$ cat src/rtl/alu_add_sequencer.sv
// alu_add_sequencer: WIDTH-bit add/subtract built by sequencing one external 4-bit adder slice, LSB nibble first.
// Optional feature macro: ALU_ADD_SEQ_OVF_EN (signed overflow flag; tied to 0 when undefined).
module alu_add_sequencer #(
  parameter int WIDTH = 16
) (
  input  logic             clk,
  input  logic             rst,
  input  logic             in_valid,
  output logic             in_ready,
  input  logic [WIDTH-1:0] op_a,
  input  logic [WIDTH-1:0] op_b,
  input  logic             op_cin,
  input  logic             op_sub,
  output logic             out_valid,
  input  logic             out_ready,
  output logic [WIDTH-1:0] result,
  output logic             carry_out,
  output logic             overflow,
  output logic [3:0]       add_a,
  output logic [3:0]       add_b,
  output logic             add_cin,
  input  logic [3:0]       add_sum,
  input  logic             add_cout
);

  localparam int NSLICE = WIDTH / 4;
  localparam int CNT_W  = (NSLICE > 1) ? $clog2(NSLICE) : 1;
  localparam logic [CNT_W-1:0] LAST_SLICE = CNT_W'(NSLICE - 1);

  if (((WIDTH % 4) != 0) || (WIDTH < 4)) begin : g_bad_width
    $error("alu_add_sequencer: WIDTH must be a multiple of 4 and at least 4");
  end

  typedef enum logic [1:0] {
    S_IDLE = 2'd0,
    S_RUN  = 2'd1,
    S_DONE = 2'd2
  } state_t;

  state_t           r_state;
  logic [CNT_W-1:0] r_cnt;
  logic [WIDTH-1:0] r_a;
  logic [WIDTH-1:0] r_b;
  logic [WIDTH-1:0] r_result;
  logic             r_carry_out;
  logic             r_in_ready;
  logic             r_out_valid;
  logic [3:0]       r_add_a;
  logic [3:0]       r_add_b;
  logic             r_carry;

  logic [WIDTH-1:0] w_b_in;
  logic             w_cin_in;
  logic             w_last;

  function automatic logic [3:0] f_nibble(input logic [WIDTH-1:0] vec, input int idx);
    return vec[idx*4 +: 4];
  endfunction

  assign w_b_in   = op_sub ? ~op_b : op_b;
  assign w_cin_in = op_sub ? 1'b1 : op_cin;
  assign w_last   = (r_cnt == LAST_SLICE);

  // The slice operands are registered one cycle ahead, so the adder sees slice k while r_cnt == k.
  always_ff @(posedge clk) begin
    if (rst) begin
      r_state     <= S_IDLE;
      r_cnt       <= '0;
      r_a         <= '0;
      r_b         <= '0;
      r_result    <= '0;
      r_carry_out <= 1'b0;
      r_in_ready  <= 1'b1;
      r_out_valid <= 1'b0;
      r_add_a     <= 4'h0;
      r_add_b     <= 4'h0;
      r_carry     <= 1'b0;
    end else begin
      case (r_state)
        S_IDLE: begin
          if (in_valid) begin
            r_a        <= op_a;
            r_b        <= w_b_in;
            r_carry    <= w_cin_in;
            r_add_a    <= op_a[3:0];
            r_add_b    <= w_b_in[3:0];
            r_cnt      <= '0;
            r_in_ready <= 1'b0;
            r_state    <= S_RUN;
          end else begin
            r_in_ready <= 1'b1;
          end
        end
        S_RUN: begin
          r_result[int'(r_cnt)*4 +: 4] <= add_sum;
          if (w_last) begin
            r_cnt       <= '0;
            r_add_a     <= 4'h0;
            r_add_b     <= 4'h0;
            r_carry     <= 1'b0;
            r_carry_out <= add_cout;
            r_out_valid <= 1'b1;
            r_state     <= S_DONE;
          end else begin
            r_cnt   <= r_cnt + CNT_W'(1);
            r_add_a <= f_nibble(r_a, int'(r_cnt) + 1);
            r_add_b <= f_nibble(r_b, int'(r_cnt) + 1);
            r_carry <= add_cout;
          end
        end
        S_DONE: begin
          if (out_ready) begin
            r_out_valid <= 1'b0;
            r_in_ready  <= 1'b1;
            r_state     <= S_IDLE;
          end else begin
            r_out_valid <= 1'b1;
          end
        end
        default: begin
          r_state     <= S_IDLE;
          r_cnt       <= '0;
          r_in_ready  <= 1'b1;
          r_out_valid <= 1'b0;
          r_add_a     <= 4'h0;
          r_add_b     <= 4'h0;
          r_carry     <= 1'b0;
        end
      endcase
    end
  end

`ifdef ALU_ADD_SEQ_OVF_EN
  logic r_overflow;

  // Sign of the result comes straight from the last slice sum as it is captured.
  always_ff @(posedge clk) begin
    if (rst) begin
      r_overflow <= 1'b0;
    end else if ((r_state == S_RUN) && w_last) begin
      r_overflow <= (r_a[WIDTH-1] == r_b[WIDTH-1]) && (add_sum[3] != r_a[WIDTH-1]);
    end else begin
      r_overflow <= r_overflow;
    end
  end

  assign overflow = r_overflow;
`else
  assign overflow = 1'b0;
`endif

  assign in_ready  = r_in_ready;
  assign out_valid = r_out_valid;
  assign result    = r_result;
  assign carry_out = r_carry_out;
  assign add_a     = r_add_a;
  assign add_b     = r_add_b;
  assign add_cin   = r_carry;

endmodule

$ cat config.mk
export PLATFORM = sky130hd
export DESIGN_NAME = alu_add_sequencer
export DESIGN_NICKNAME = d
export VERILOG_FILES = /design/src/rtl/alu_add_sequencer.sv
export SDC_FILE = /design/constraint.sdc
export NUM_CORES = 1
export LEC_CHECK = 0
export ABC_AREA = 1
export CORE_ASPECT_RATIO = 1.25
export CORE_UTILIZATION = 45
export DETAILED_ROUTE_END_ITERATION = 10
export MAX_ROUTING_LAYER = met4
export PLACE_DENSITY = 0.75
export SETUP_SLACK_MARGIN = 0.1
export SLEW_MARGIN = 20
export SYNTH_ARGS = -nofsm -noshare
export SYNTH_HDL_FRONTEND = slang
export SYNTH_SLANG_ARGS = --single-unit
$ cat constraint.sdc
create_clock -name clk -period 1.7 [get_ports clk]
set_input_delay 0.255 -clock clk [delete_from_list [all_inputs] [get_ports clk]]
set_output_delay 0.255 -clock clk [all_outputs]
set_load 0.01 [all_outputs]
Word-level counts from Yosys, hierarchy flattened
Cells that the tools add are included.
{ "word_totals": {"out_inout_bits": 29, "ff_bits": 64} }
{ "classes": {"shifts": 4, "bitwise": 4, "n_mux": 25, "n_eq_ne": 6, "addsub": 3, "n_reduce_logical": 7} }
{ "ops": {"columns": ["op", "n"], "rows": [
  ["$neg A4 Y33", 1],
  ["$shift A4 B33 Y16 const A", 1],
  ["$shiftx A4 B33 Y16", 1],
  ["$shiftx A16 B32 Y4", 1],
  ["$pmux W4 S3", 2],
  ["$bwmux W16", 1],
  ["$mux W16", 1],
  ["$mux W4", 4],
  ["$not A16 Y16", 1],
  ["$shiftx A16 B6 Y4", 1],
  ["$pmux W2 S3", 2],
  ["$mux W2", 5],
  ["$reduce_and A2 Y1", 5],
  ["$pmux W1 S3", 3],
  ["$mux W1", 7],
  ["$ne A2 B2 Y1 const B", 3],
  ["$eq A2 B2 Y1 const B", 2],
  ["$add A2 B1 Y3 const B", 1],
  ["$not A1 Y1", 3],
  ["$reduce_and A3 Y1", 1],
  ["$add A2 B1 Y2 const B", 1],
  ["$eq A2 B1 Y1 const B", 1],
  ["$logic_not A2 Y1", 1]
]} }

Logic depth before layout (Yosys ltp)
{ "logic_depth": {"word_depth": 4, "ltp_mapped": 9, "mapped_depth_nobuf": 8} }

Worst setup path after synthesis
OpenSTA, ideal clock, no wires.
{ "synth_timing": {"kind": "reg2reg", "from": "register r_cnt[0]", "to": "register r_result[4] (netlist: result[4])", "slack_ns": 0.179, "path_buffers": 1, "path_stages_with_launch": 8, "required_time_ns": 1.630, "arrival_time_ns": 1.451, "cell_sequence": "dfxtp_1 > inv_2 > buf_4 > ha_1 > inv_2 > nor3_4 > nand2_1 > a21oi_1"} }
{ "synth_via": {"elab_chain_cells": 3, "word_cells_on_any_way": 4, "classes_between": "1 x add/sub; 2 x shift; 1 x mux"} }
{ "synth_rtl": {"columns": ["element", "line_no", "rtl"], "rows": [
  ["start, declared", "41", "logic [CNT_W-1:0] r_cnt;"],
  ["start signal, assigned", "105", "r_cnt <= r_cnt + CNT_W'(1);"],
  ["$neg A4 Y33 *", "95", "r_result[int'(r_cnt)*4 +: 4] <= add_sum;"],
  ["$shiftx A4 B33 Y16 or $shift A4 B33 Y16 (tied branches)", "95", null],
  ["$bwmux W16 *", "95", null],
  ["end signal, assigned by index", "95", null],
  ["end, declared", "44", "logic [WIDTH-1:0] r_result;"]
]} }
Every way passes the cells marked *; elsewhere a longest branch is shown, timed or not.
A chain may end at the register's enable or synchronous reset.

Worst setup path after layout
{ "layout_timing": {"from": "register r_cnt[1]", "to": "register r_result[2] (netlist: result[2])"} }
Same word-level chain as after synthesis.

==> impl_results.md <==
- Worst skew pair latency: 0.30 ns
- Clock share of power: 18.4%
- Synthesized Nets: 418
- Synth async-reset ratio: 0%
- DPL Wire Length: 4.80 mm
- Yosys warnings: 0
- Final setup fails: 0
- Mapped Area: 0.00276 mm2
- Min-delay worst type: reg -> reg
- Fin crit share: 87.0%
- Area Overhead vs Synth: 33.7%
- Clk pin slew, worst setup/hold paths: 0.09 ns
- Sw power: 0.00129 W
- First-pass iteration count of the detailed router: 4
- CP required: 1.94 ns
- Post-synth EDFFs: 0
- IO Count: 72
- F_max: 676 MHz
- Status: complete, no violations
- Wire per inst: 12.5 um
- Vias: 2563
- Die area: 0.00645 mm2
- Row Count: 31
- Commonest register cell after synthesis: dfxtp_1
- Initial Utilization: 47.1%
- Most frequent cell after synthesis: nand2_1
- RSZ-0062 raised after global routing: yes
- Endpoints failing hold: 0
- Synth top area share: 40.6%
- Die Span Y: 89.6 um
- Power per Cell Area: 1000 mW/mm2
- Gr usage total: 21.4%
- Fin util: 63.0%
- Mean Syn Cell Area: 7.54 um2
- Synth Register Bits: 56
- VDD IR max: 0.000501 V
- Post-Route WL: 6.49 mm
- CTS H-Tree Depth: 2
- Setup crit end kind: flop
- Layout Nets: 491
- DRC Markers: 0
- TNS Setup: 0 ns
- Initial antenna violation count: 0
- LEAKAGE: 1.43 nW
- Synth unique cells: 26
- CP arrival: 1.72 ns
- Skew final: 0.00429 ns
- Max_cap viols: 0
- Switching portion of total power: 34.8%
- Post-detailed-route count of antenna-violating nets: 0
- Fill count: 530
- CP Launch Type: flop
- Seq/Total Area, Yosys: 40.6%
- P_int: 0.00241 W
- Largest net degree at the start of global routing: 42
- Synth top cells by count: nand2_1 (61), dfxtp_1 (56), nor2_1 (45)
- Logic pwr share: 38.1%
- Final min period: 1.48 ns
- Clk buf depth: 2
- Hold-fix buffers, CTS: 0
- Vias per cell: 4.92
- Die Span X: 72.1 um
- Port bufs: 70
- # diodes: 0
- Clock root buffer: clkbuf_8
- Routability cong.: 0.805
- Crit-path max FO: 8
- Cells after Synth: 366
- Number of CTS-inserted buffers: 5
- Core area: 0.00586 mm2
- Starting DRC count in detailed routing: 108
- Clock sinks: 56
- Crit path kind: reg -> reg
- Synth area leaders: dfxtp_1 (41%), nand2_1 (8.3%), a21oi_1 (7.4%)
- Share of cells above drive strength 1: 13.0%
- Slew Limit Fails: 0
- Total congestion overflow: 0
- First-pass GRT wire length: 10.4 mm
- Vias in the first global route: 2392
- Reg power frac: 43.5%
- Hold_ws: 0.454 ns
- Yosys top cell by area: dfxtp_1
- CTS tree: built
==> logic make-up (layout without fill, tap and decap cells) <==
| family | Yosys count | in the layout | share of synthesized area (%) |
|---|---|---|---|
| other cells | 1 | 1 | 0.136 |
| compound gates | 100 | 100 | 20.1 |
| buf+inv | 48 | 121 | 9.11 |
| fa+ha+maj | 9 | 9 | 4.08 |
| flops | 56 | 56 | 40.6 |
| simple gates | 140 | 140 | 22.1 |
| xor+xnor | 12 | 12 | 3.81 |
==> timing repair <==
item / in CTS / in global routing
gates resized for setup: 0 / 9
setup buffers: 0 / 3
endpoints found under the setup margin: 0 / 41
==> path summary, 6_finish.rpt <==
path	from	slack, ns	depth (start not counted)	endpoint
max	r_cnt[1]	0.22	6	result[2]
min	r_a[12]	0.45	2	r_a[12]
max reg2reg	r_cnt[1]	0.22	6	result[2]
min reg2reg	r_a[12]	0.45	2	r_a[12]
==> state kept, by name, indices dropped and copies added (netlist names) <==
register   count
r_a           12
add_b          4
r_state        2
r_cnt          2
out_valid      1
in_ready       1
add_cin        1
r_b           12
carry_out      1
add_a          4
result        16
==> layer usage <==
layer  GRT usage (%)  vias to the layer above  wire length, um
li1                -                     1335                -
met1            23.6                     1159             2840
met2            39.1                       60             3370
met3            3.49                        9              196
met4            6.95                        0               86
met5               -                        -                0
==> power groups by stage <==
stage / registers (W) / clock network, W / logic [W]
after CTS: 0.00161 / 0.000697 / 0.00133
after global placement: 0.00163 / 0 / 0.00130
final: 0.00161 / 0.000682 / 0.00141
after global routing: 0.00163 / 0.000735 / 0.00155
after floorplan: 0.00164 / 0 / 0.000862
after detailed placement: 0.00164 / 0 / 0.00132
==> cell type report <==
| class | instances | area (um2) | area share [%] |
|---|---|---|---|
| inverters | 28 | 109 | 2.95 |
| clock buffers | 6 | 72.6 | 1.97 |
| multi-input cells | 262 | 1420 | 38.5 |
| flip-flops and latches | 56 | 1120 | 30.5 |
| well taps | 82 | 103 | 2.78 |
| clock inverters | 1 | 5.00 | 0.136 |
| repair buffers | 86 | 858 | 23.3 |
==> metrics by stage <==
step	setup slack [ns]	cells	cell area, um2	total power (W)
after CTS	0.115	518	3630	0.00364
after floorplan	0.179	366	2760	0.00251
after global routing	0.0833	521	3690	0.00392
after detailed placement	0.113	511	3550	0.00296
final	0.221	521	3690	0.00370
after global placement	0.113	511	3550	0.00293
==> worst max-delay path: stages (launching register included) <==
cell and delay [ns]:
dfxtp_2 0.36, inv_1 0.18, ha_1 0.23, clkinvlp_4 0.18, nor3_4 0.22, nand3_1 0.11
a21oi_1 0.14
==> cell usage in the layout (no fill, tap or decap), types with 2 or more instances in the layout <==
master	n
xnor2_1	12
nor3_4	3
o21ai_0	33
a21oi_2	13
ha_1	6
clkdlybuf4s50_1	70
dfxtp_1	54
o21ai_1	11
dfxtp_2	2
a21oi_1	41
inv_1	23
nor2_1	45
nand3_1	22
nand2_1	61
ha_2	2
buf_12	3
buf_4	13
inv_2	4
clkbuf_8	5
nand2_2	6
(Power assumes the default switching activity.)
